$ cat src/rtl/logic_unit_seq.sv
// Bit-sliced bitwise logic unit: processes SLICE bits per cycle
// over latched operands, then publishes the full result on Y.
module logic_unit_seq #(
   parameter int WIDTH = 32,
   parameter int SLICE = 8
) (
   input  logic             CLK,
   input  logic             RST,
   input  logic             START,
   input  logic [2:0]       OP,
   input  logic [WIDTH-1:0] A,
   input  logic [WIDTH-1:0] B,
   output logic [WIDTH-1:0] Y,
   output logic             ZERO,
   output logic             BUSY,
   output logic             DONE
);

   localparam int N  = WIDTH / SLICE;
   localparam int CW = (N > 1) ? $clog2(N) : 1;

   typedef enum logic [1:0] {
      IDLE = 2'd0,
      RUN  = 2'd1,
      FIN  = 2'd2
   } state_t;

   state_t           state;
   state_t           state_nxt;
   logic [CW-1:0]    cnt;
   logic [2:0]       op_q;
   logic [WIDTH-1:0] a_q;
   logic [WIDTH-1:0] b_q;
   logic [WIDTH-1:0] work;
   logic [WIDTH-1:0] work_nxt;
   logic [WIDTH-1:0] full;
   logic             last;
   logic             accept;

   always_comb begin
      full = '0;
      case (op_q)
         3'b000:  full = a_q & b_q;
         3'b001:  full = a_q | b_q;
         3'b010:  full = ~(a_q | b_q);
         3'b011:  full = ~a_q;
         3'b100:  full = a_q ^ b_q;
         3'b101:  full = ~(a_q & b_q);
         3'b110:  full = ~(a_q ^ b_q);
         default: full = a_q;
      endcase
   end

   // Only the slice selected by the counter is merged this cycle.
   always_comb begin
      work_nxt = work;
      for (int k = 0; k < N; k++) begin
         if (cnt == CW'(k)) begin
            work_nxt[k*SLICE +: SLICE] = full[k*SLICE +: SLICE];
         end
      end
   end

   assign last   = (cnt == CW'(N - 1));
   assign accept = START && (state != RUN);

   always_comb begin
      state_nxt = state;
      BUSY      = 1'b0;
      DONE      = 1'b0;
      unique case (state)
         IDLE: begin
            if (START) state_nxt = RUN;
         end
         RUN: begin
            BUSY = 1'b1;
            if (last) state_nxt = FIN;
         end
         FIN: begin
            DONE      = 1'b1;
            state_nxt = START ? RUN : IDLE;
         end
         default: state_nxt = IDLE;
      endcase
   end

   always_ff @(posedge CLK) begin
      if (RST) begin
         state <= IDLE;
         cnt   <= '0;
         op_q  <= '0;
         a_q   <= '0;
         b_q   <= '0;
         work  <= '0;
         Y     <= '0;
         ZERO  <= 1'b1;
      end else begin
         state <= state_nxt;
         if (accept) begin
            a_q  <= A;
            b_q  <= B;
            op_q <= OP;
            cnt  <= '0;
         end
         if (state == RUN) begin
            work <= work_nxt;
            if (last) begin
               Y    <= work_nxt;
               ZERO <= (work_nxt == '0);
            end else begin
               cnt <= cnt + 1'b1;
            end
         end
      end
   end

endmodule

$ cat config.mk
export PLATFORM = sky130hd
export DESIGN_NAME = logic_unit_seq
export DESIGN_NICKNAME = d
export VERILOG_FILES = /design/src/rtl/logic_unit_seq.sv
export SDC_FILE = /design/constraint.sdc
export NUM_CORES = 1
export LEC_CHECK = 0
export ABC_AREA = 0
export BUFFER_PORTS_ARGS = -buffer_cell sky130_fd_sc_hd__buf_2
export CAP_MARGIN = 0
export CELL_PAD_IN_SITES_DETAIL_PLACEMENT = 0
export CELL_PAD_IN_SITES_GLOBAL_PLACEMENT = 1
export CORE_UTILIZATION = 43
export DETAILED_ROUTE_END_ITERATION = 6
export PLACE_DENSITY = 0.84
export SETUP_SLACK_MARGIN = 0.05
export SYNTH_ARGS = -nofsm -noshare
export SYNTH_HDL_FRONTEND = slang
export SYNTH_SLANG_ARGS = --single-unit
$ cat constraint.sdc
create_clock -name CLK -period 2.6 [get_ports CLK]
set_input_delay 0.26 -clock CLK [delete_from_list [all_inputs] [get_ports CLK]]
set_output_delay 0.26 -clock CLK [all_outputs]
set_load 0.02 [all_outputs]
* Word-level counts from Yosys, hierarchy flattened
Cells that the tools add are included.
** Word-level totals
- Output and inout bits :: 35
- Flip-flop bits (word level) :: 136
- Input bits :: 70
- Word-level logic and storage cells :: 51
** Operators by class
- Equal/unequal tests :: 14
- Reductions and logical operators :: 7
- Add/subtract/negate cells :: 1
- Bitwise operators :: 7
- Mux-type cells :: 14
** Operators by type and width (number)
- $pmux 32 s7 :: 1
- $not 32->32 :: 4
- $and 32x32->32 :: 1
- $logic_not 32->1 :: 1
- $mux 8 :: 4
- $or 32x32->32 :: 1
- $xor 32x32->32 :: 1
- $mux 2 :: 5
- $eq 3x3->1 const B :: 3
- $eq 2x2->1 const B :: 3
- $eq 3x2->1 const B :: 2
- $pmux 2 s3 :: 1
- $eq 2x1->1 const B :: 2
- $logic_not 2->1 :: 2
- $ne 2x2->1 const B :: 2
- $reduce_and 2->1 :: 2
- $eq 3x1->1 const B :: 1
- $logic_not 3->1 :: 1
- $mux 1 :: 3
- $add 2x1->2 const B :: 1
- $ne 2x1->1 const B :: 1
- $logic_and 1x1->1 :: 1

* Logic depth before layout (Yosys ltp)
Gate-level depths: netlist of the first run.
- Depth after elaboration :: 5
- Mapped depth :: 10
- Gate-level depth less buffers :: 9

* Worst setup path after synthesis of the first run
OpenSTA, ideal clock, no wires.
- Kind :: register to register
- Start point :: register op_q[2]
- End point :: register ZERO
- Setup time :: 87 ps
- Stages on the path, launching flop included :: 10
- Required time :: 2513 ps
- Period minus slack after synthesis :: 1978 ps
- Slack :: 622 ps
- Arrival time :: 1891 ps
- Buffers on the path :: 2
- Cell sequence :: dfxtp_1 buf_2 buf_4 mux2_2 o21ai_0 o2bb2ai_1 a21oi_1 nor3_1 nand4_1 o31ai_1
** Between the ends
- Longest elaborated chain between the ends :: 4
- Elaborated cells on any way between the ends :: 13
- Those cells by class :: eq/ne: 6; mux: 5; reduce/logical: 2
** RTL lines
- start: declaration :: RTL line 31 : logic [2:0] op_q;
- start signal: assignment :: RTL line 91 : op_q <= '0;
- start signal: assignment :: RTL line 102 : op_q <= OP;
- $eq 3x3->1, or another cell as far along :: RTL line 42 : case (op_q)
- $pmux 32 s7 * :: RTL line 42
- $mux 8 :: RTL line 58 : if (cnt == CW'(k)) begin
- $logic_not 32->1 * :: RTL line 109 : ZERO <= (work_nxt == '0);
- end signal: assignment :: RTL line 109
- end: declaration :: RTL line 14 : output logic ZERO,
Every way passes the cells marked *; elsewhere a longest branch is shown, timed or not.
A chain may end at the register's enable or synchronous reset.

* Worst setup path in the final report of the first run
- Start point :: register op_q[1]
- End point :: register ZERO
The elaborated chain is that of the path after synthesis.

==> results of run 1 <==
==> area by class of cell <==
cell class                 instances  share of cell area
clock buffer                      19              0.0451
sequential                       136               0.278
timing repair buffer             158               0.101
clock inverter                    13              0.0171
inverter                          92              0.0351
multi-input combinational        808               0.491
tap                              260              0.0331
==> where the power goes <==
part           switching, mW  total (mW)  internal, mW  leakage [nW]
Sequential             0.105        2.29          2.18          1.11
Combinational          0.583        1.00         0.422          2.58
Clock                  0.975        2.52          1.54         0.291
Total                   1.66        5.81          4.15          3.98
==> logic make-up after synthesis <==
group           Yosys count
simple gates            406
fa+ha+maj                68
flops                   136
xor+xnor                  4
buf+inv                 184
mux                       7
compound gates          323
==> worst max-delay path: stages (launching register included) <==
cell and delay [ps]:
dfxtp_2 620, buf_12 270, nor2b_1 70, o22a_1 180
a31oi_1 150, o22ai_1 120, nor4_1 420, nand4_1 180
o31ai_1 250
==> cell usage after synthesis (3+ instances only) <==
master,instances
nand2_1,174
a21oi_1,140
dfxtp_1,136
inv_1,90
nor2_1,77
ha_1,68
clkbuf_1,45
nand3_1,39
nand2b_1,38
o21ai_0,37
a211oi_1,34
nor2b_1,32
a31oi_1,24
nor3_1,22
o22ai_1,20
a311oi_1,15
buf_2,15
buf_4,13
o22a_1,13
buf_6,12
buf_1,7
nor4_1,6
a22oi_1,5
a2bb2oi_1,4
mux2_2,4
nand3b_1,4
o211ai_1,4
o31ai_1,4
a21boi_0,3
a32oi_1,3
o2bb2ai_1,3
==> state kept, by name (all words and copies together) (netlist names) <==
register,cells
ZERO,1
b_q,32
work,32
op_q,3
cnt,2
a_q,32
state,2
Y,32
==> placed cells by master, fill, tap and decap left out, types with 3 or more instances in the layout <==
cell type / count
nand2_1: 173
a21oi_1: 140
dfxtp_1: 133
buf_2: 103
inv_1: 90
nor2_1: 76
ha_1: 68
buf_4: 50
nand3_1: 39
nand2b_1: 38
o21ai_0: 37
a211oi_1: 34
nor2b_1: 32
a31oi_1: 24
nor3_1: 22
o22ai_1: 20
clkbuf_16: 17
a311oi_1: 15
o22a_1: 13
nor4_1: 6
a22oi_1: 5
buf_12: 5
mux2_2: 4
o211ai_1: 4
a2bb2oi_1: 4
nand3b_1: 4
o31ai_1: 4
o2bb2ai_1: 3
a21boi_0: 3
a32oi_1: 3
bufinv_16: 3
inv_6: 3
clkinvlp_4: 3
==> metrics by stage <==
step / cell area [um2] / worst slack (ps) / util
finish: 9830 / 253 / 0.520
global route: 9830 / 65.7 / 0.520
CTS: 9830 / 260 / 0.520
detailed placement: 9220 / 295 / 0.488
global placement: 9220 / 299 / 0.488
floorplan: 8390 / 622 / -
==> worst max-delay path by stage <==
stage,cells after the start,to,slack [ps]
2_1_floorplan,9,ZERO$_SDFFE_PP1P_,620
3_3_place_gp,8,ZERO$_SDFFE_PP1P_,300
3_5_place_dp,8,ZERO$_SDFFE_PP1P_,290
4_1_cts,8,ZERO$_SDFFE_PP1P_,260
5_1_grt,8,ZERO$_SDFFE_PP1P_,70
6_report,8,ZERO$_SDFFE_PP1P_,250
==> layer usage <==
layer / GRT usage / vias to the layer above / part of all wire
li1: - / 4038 / -
met1: 0.364 / 3585 / 0.54
met2: 0.320 / 266 / 0.39
met3: 0.0429 / 12 / 0.066
met4: 0.0577 / 0 / 0.0081
met5: 0 / - / 0
==> run summary, run 1 <==
The run finished with clean final reports. The post-synthesis share of cell area spent on xor and xnor gates is 0.00418. The count of input and output buffers is between 100 and 150. The worst register-to-register path ends at ZERO$_SDFFE_PP1P_. The worst setup path is launched from a flip-flop. The number of cells upsized or downsized after cts came out at 0. The placer congestion estimate is roughly 0.85. Counting every sink on the clock net gives 136. In this run the worst setup path begins at op_q[1]$_SDFFE_PP0P_. The number of design-rule violations left by the first detailed-router iteration came out at 656.

The number of global-route vias before repair was 7014. After detailed routing, the number of remaining DRC violations is 0. Counting along the longest clock path gives a buffer depth of 2. The worst hold path passes through 3 cells. The post-layout instance count excluding filler cells came out at between 1000 and 1500. The overflow left after global routing came out at 0. The flop and latch count out of synthesis is 136. The leakage power total is 3.98 nW. The number of antenna repair diodes is 0.

The number of antenna violations at the first check in global routing was 0. The final antenna-violating net count came out at 0. The post-synthesis share of cell area spent on and, or, nand and nor gates is 0.221. Measured against its own limit, the worst slew margin works out to 0.578.

The floorplan step defined a die boundary enclosing 20100 um2. The mean number of vias per cell came out at about 5.3. In the final layout, the share of cells above drive strength 1 is 0.166. The number of H-tree branching levels is 4. The startpoint of the lowest-slack hold path is B[15]. The maximum clock rate is 0.426 GHz. The largest net degree at the start of global routing came out at 58. The synthesized-area fraction occupied by ao, oa, aoi and oai cells came out at 0.237.

The root buffer cell chosen for the clock tree is clkbuf_16. In the final layout, the multi-input gates occupy slightly below 5000 um2. The mux share of post-synthesis cell area is 0.0104. Yosys attributes the largest share of cell area to dfxtp_1 (32%), ha_1 (10%), a21oi_1 (8.4%). Counting flops with a built-in enable in the synthesized netlist gives 0. The total power is a little under 6 mW. The minimum period implied by the final worst setup slack is 2350 ps. The region available for standard cell placement spans ~19000 um2. The startpoint identified for the worst register-to-register timing path is op_q[1]$_SDFFE_PP0P_. For the worst-skew pair, the clock arrives at the later sink with an insertion delay of roughly 430 ps.

The global-route wire length before repair is roughly 37000 um. After routing, the total negative slack on setup checks comes to 0 ps. The count of pins over their slew limit came out at 0.

The first detailed-routing pass took 5 iterations. The number of vias in the routed layout is roughly 7900. The setup slack of the worst register-to-register path came out at approximately 250 ps. The nature of the critical path endpoint is a flip-flop. After clock tree synthesis, the clock-pin slew on the worst setup and hold paths is around 60 ps.

For this design the top-level I/O count stands at roughly 110. In this run, CTS created clock tree buffers numbering 17. The number of warnings issued by yosys is 0. The terminating pin of the worst hold path is b_q[15]$_SDFFE_PP0P_. For this run, the leading register cell type out of synthesis is dfxtp_1.

The pin slew with the least headroom to its limit is approximately 630 ps. The wire length per cell after detailed routing came out at around 15 um. The setup path with the least slack is of type reg -> reg. The power per cell area is ~590 nW/um2.

For this design, the CTS-stage hold fixing added 0 buffers. The final hold violation count was 0. TritonCTS built the clock tree. The die extent in y came out at ~140 um. From synthesis to final layout, the design area changed by 17.1%. By area, the combinational part of the netlist is dominated by compound AO/OA/AOI/OAI gates. Along the worst path, the maximum fanout reaches 42. The share of the Yosys chip area taken by registers is 0.325. The fraction of synthesized cell area taken by the top area cell type came out at 0.325. The share of the clock period used by the worst path after layout came out at 0.903. For this run, the total global-route usage over all layers was measured as 0.233. Of all cell types, the one taking the most synthesized area is dfxtp_1. A synthesized cell averages 7.44 um2. Setup violations remaining at the end of the flow were counted as 0. The post-synthesis cell type count came out at between 50 and 60.

The signal arrival time at the worst endpoint came out at 2690 ps. The number of rows in the core area is 50. The proportion of register bits with asynchronous set or reset after synthesis came out at 0.

The synthesized netlist cell count is around 1100. The final layout contains routed wiring with a total length of 22900 um. The register area is 2730 um2. Of the total synthesized cell area, the portion taken by full adders, half adders and majority gates is 0.101. The total nets after synthesis is between 1000 and 1500. Setup repair after global routing left no endpoint under its margin. The number of maximum-capacitance violations came out at 0. Counting the fill cells in the layout gives 1878.

The horizontal extent of the die is 142 um. The setup fix buffers added after clock tree synthesis came out at 0. The required arrival time at the worst endpoint came out at 2940 ps. The path class of the tightest hold or removal check is in -> reg.

The placed wire-length estimate is between 15000 and 20000 um. The effective utilization at floorplan is 0.444. Across the VDD grid, the largest voltage drop is roughly 0.42 mV. The final setup skew came out at about 7.5 ps. The depth of the worst register-to-register path came out at 8. The number of nets in the layout is between 1000 and 1500. The count of placed standard cells including taps came out at 1454. Final hold analysis gives a worst-case slack of roughly 66 ps.

Summing every instance area after synthesis gives between 8000 and 9000 um2.
Power figures use the tool's default switching activity.
==> inputs of run 2 (changes only) <==
CAP_MARGIN = unset   (was 0)
PLACE_DENSITY = 0.85   (was 0.84)
==> run 2 against run 1 <==
Net effect: via count shrank 0.70%; flip-flop and latch count is the same; die area is the same; non-clock buffer count shrank 2; combinational power is essentially flat; core utilization shrank 0.099 points; largest cell class unchanged.
==> run summary, run 2 (same netlist as run 1, synthesis figures left out) <==
The signal on the critical path passes through buf_12 -> nand3_1 -> buf_4 -> o21ai_0 -> o22ai_1 -> nor4_1 -> nand4_1 -> o31ai_1. The share of the clock period used by the worst path after layout came out at 0.911 (+0.00803). The number of DRC violations after detailed routing came to 0 (unchanged). Setup repair after global routing left no endpoint under its margin. The number of nets in the layout is 1349 (-0.15%). The number of clock sinks seen by CTS came out at 136 (unchanged).

The placer congestion estimate is 0.842 (-0.64%). The startpoint of the lowest-slack hold path is A[1]. The signal arrival time at the worst endpoint came to 2710 ps (+20 ps).

The library cells used most frequently in the layout, excluding fill and tap cells, are nand2_1 (173), a21oi_1 (140), dfxtp_1 (133). The largest net degree at the start of global routing came out at 73 (+26%). The number of clock buffers inserted by TritonCTS came out at 17 (unchanged).

The number of maximum-capacitance violations came out at 0 (unchanged). The final setup skew was 6.65 ps (-0.841 ps). The number of top-level pins is 105 (unchanged). The final hold violation count is 0 (unchanged). The relative slew slack is 0.554 (-0.0242). The die extent in y is 142 um (unchanged). The die area came to 20100 um2 (unchanged).

The clock insertion delay at the later pin of the skew report is 430 ps (about the same). The met1 usage came out at 0.360 (-0.00473). The setup fix buffers added after clock tree synthesis is 0 (unchanged). The leakage power total is 3.96 nW (-0.38%). The peak supply drop came out at 0.472 mV (+13%).

The number of vias in the routed layout came out at 7846 (-0.70%). The horizontal extent of the die is 142 um (unchanged). The TritonCTS clock tree is built. The effective utilization at floorplan is 0.444 (unchanged).

The mean number of vias per cell is 5.29 (-0.56%). The largest fanout on the critical path was 70 (+67%). The overall fraction of global-route tracks in use came out at 0.231 (-0.00140). The met2 usage is 0.321 (+0.00104).

The number of rows in the core area is 50 (unchanged). The number of antenna violations at the first check in global routing came out at 0 (unchanged). From synthesis to final layout, the design area changed by 16.9%. The required arrival time at the worst endpoint is 2940 ps (about the same). The global-route wire length before repair came to 36800 um (-0.65%). The filler cell count in the final layout is 1904 (+1.4%).

The number of antenna repair diodes was 0 (unchanged). The final total negative setup slack came to 0 ps (unchanged). The run finished with clean final reports.

The worst setup path is launched from a flip-flop. The final antenna-violating net count is 0 (unchanged). The worst-case clock buffer depth is 2 (unchanged). The critical path class is reg -> reg. The count of input and output buffers came out at 104 (unchanged). The core footprint is 18900 um2 (unchanged). The post-CTS clock slew at the launch and capture registers of the worst setup and hold paths came out at 60 ps (about the same). The power per cell area came out at 579 nW/um2 (-2.0%).

The buffer and inverter count on the worst path is 2 (+1). The routed wire length came out at 22100 um (-3.4%). The min-delay analysis places its worst path in the category in -> reg. The number of iterations in the first detailed-routing pass is 5 (unchanged).

The pin slew with the least headroom to its limit is 669 ps (+36.3 ps). The setup violation total in the final timing report was 0 (unchanged). The count of pins over their slew limit came out at 0 (unchanged). The most used routing layer in global routing is met1. The origin of the worst setup path is op_q[2]$_SDFFE_PP0P_. CTS placed an instance of clkbuf_16 at the clock tree root. The startpoint identified for the worst register-to-register timing path is op_q[2]$_SDFFE_PP0P_. The total of hold buffers inserted after clock tree synthesis is 0 (unchanged). The leading cell type in the layout, fill and taps excluded is nand2_1. The overflow left after global routing came out at 0 (unchanged). The placed wire-length estimate was 15700 um (-3.7%).

The fraction of layout instances using a drive strength above 1 is 0.165 (-0.00136). The number of global-route vias before repair is 6968 (-0.66%). The cell class contributing the biggest share of worst-path delay is simple AND/OR/NAND/NOR gates. The minimum period implied by the final worst setup slack came out at 2370 ps (+20.9 ps). The fraction of the core area covered by cells at the end of the flow came to 0.519 (-0.000993). STA classifies the critical path endpoint as a flip-flop. The maximum clock rate was 0.422 GHz (-0.88%). The number of cells upsized or downsized after cts is 0 (unchanged). The wire length per cell after detailed routing came out at 14.9 um (-3.3%). The met3 demand-to-capacity share in global routing is 0.0351 (-0.00776). The highest cell delay on the worst timing path is 420 ps (-200 ps). The highest-delay cell along the critical path is dfxtp_4.

The number of H-tree branching levels was 4 (unchanged). The number of design-rule violations left by the first detailed-router iteration was 512 (-22%).
run 2: stage by stage:
stage               std cells  hold slack (ps)  area [um2]  power, mW  setup slack (ps)
finish                   1484             66.0        9810       5.68               232
floorplan                1128              396        8390       2.99               622
global placement         1452              443        9210       3.29               208
global route             1484             62.9        9810       5.96              75.8
CTS                      1484             59.9        9800       5.70               122
detailed placement       1452              448        9210       3.31               160
run 2: where the power goes:
part	internal, mW	leakage (nW)	switching (mW)	total (mW)
combinational	0.419	2.58	0.579	0.998
clock	1.46	0.275	0.946	2.41
sequential	2.18	1.11	0.0955	2.28
run 2: per-layer routing:
layer / vias up / wire [um]
li1: 4041 / -
met1: 3557 / 11900
met2: 228 / 8780
met3: 20 / 1140
met4: 0 / 250
met5: - / 0
run 2: path summary, 6_finish.rpt:
path,slack (ps),to,depth (start not counted)
worst max-delay path,230,ZERO$_SDFFE_PP1P_,8
worst min-delay path,70,a_q[1]$_SDFFE_PP0P_,3
worst max register to register,230,ZERO$_SDFFE_PP1P_,8
worst min register to register,450,Y[24]$_SDFFE_PP0P_,2
run 2: worst min-delay path: cells and delay by family:
family / cells / cell delay [ps]
buffers and inverters: 1 / 100
AND/OR/NAND/NOR: 1 / 40
AO/OA/AOI/OAI: 1 / 50
run 2: final cells by class:
cell class	count	area, um2	share of cell area
Tap cell	260	325	0.0332
Timing Repair Buffer	156	992	0.101
Clock buffer	21	460	0.0470
Clock inverter	11	123	0.0125
Sequential cell	136	2730	0.278
Inverter	92	347	0.0353
Multi-Input combinational cell	808	4830	0.493
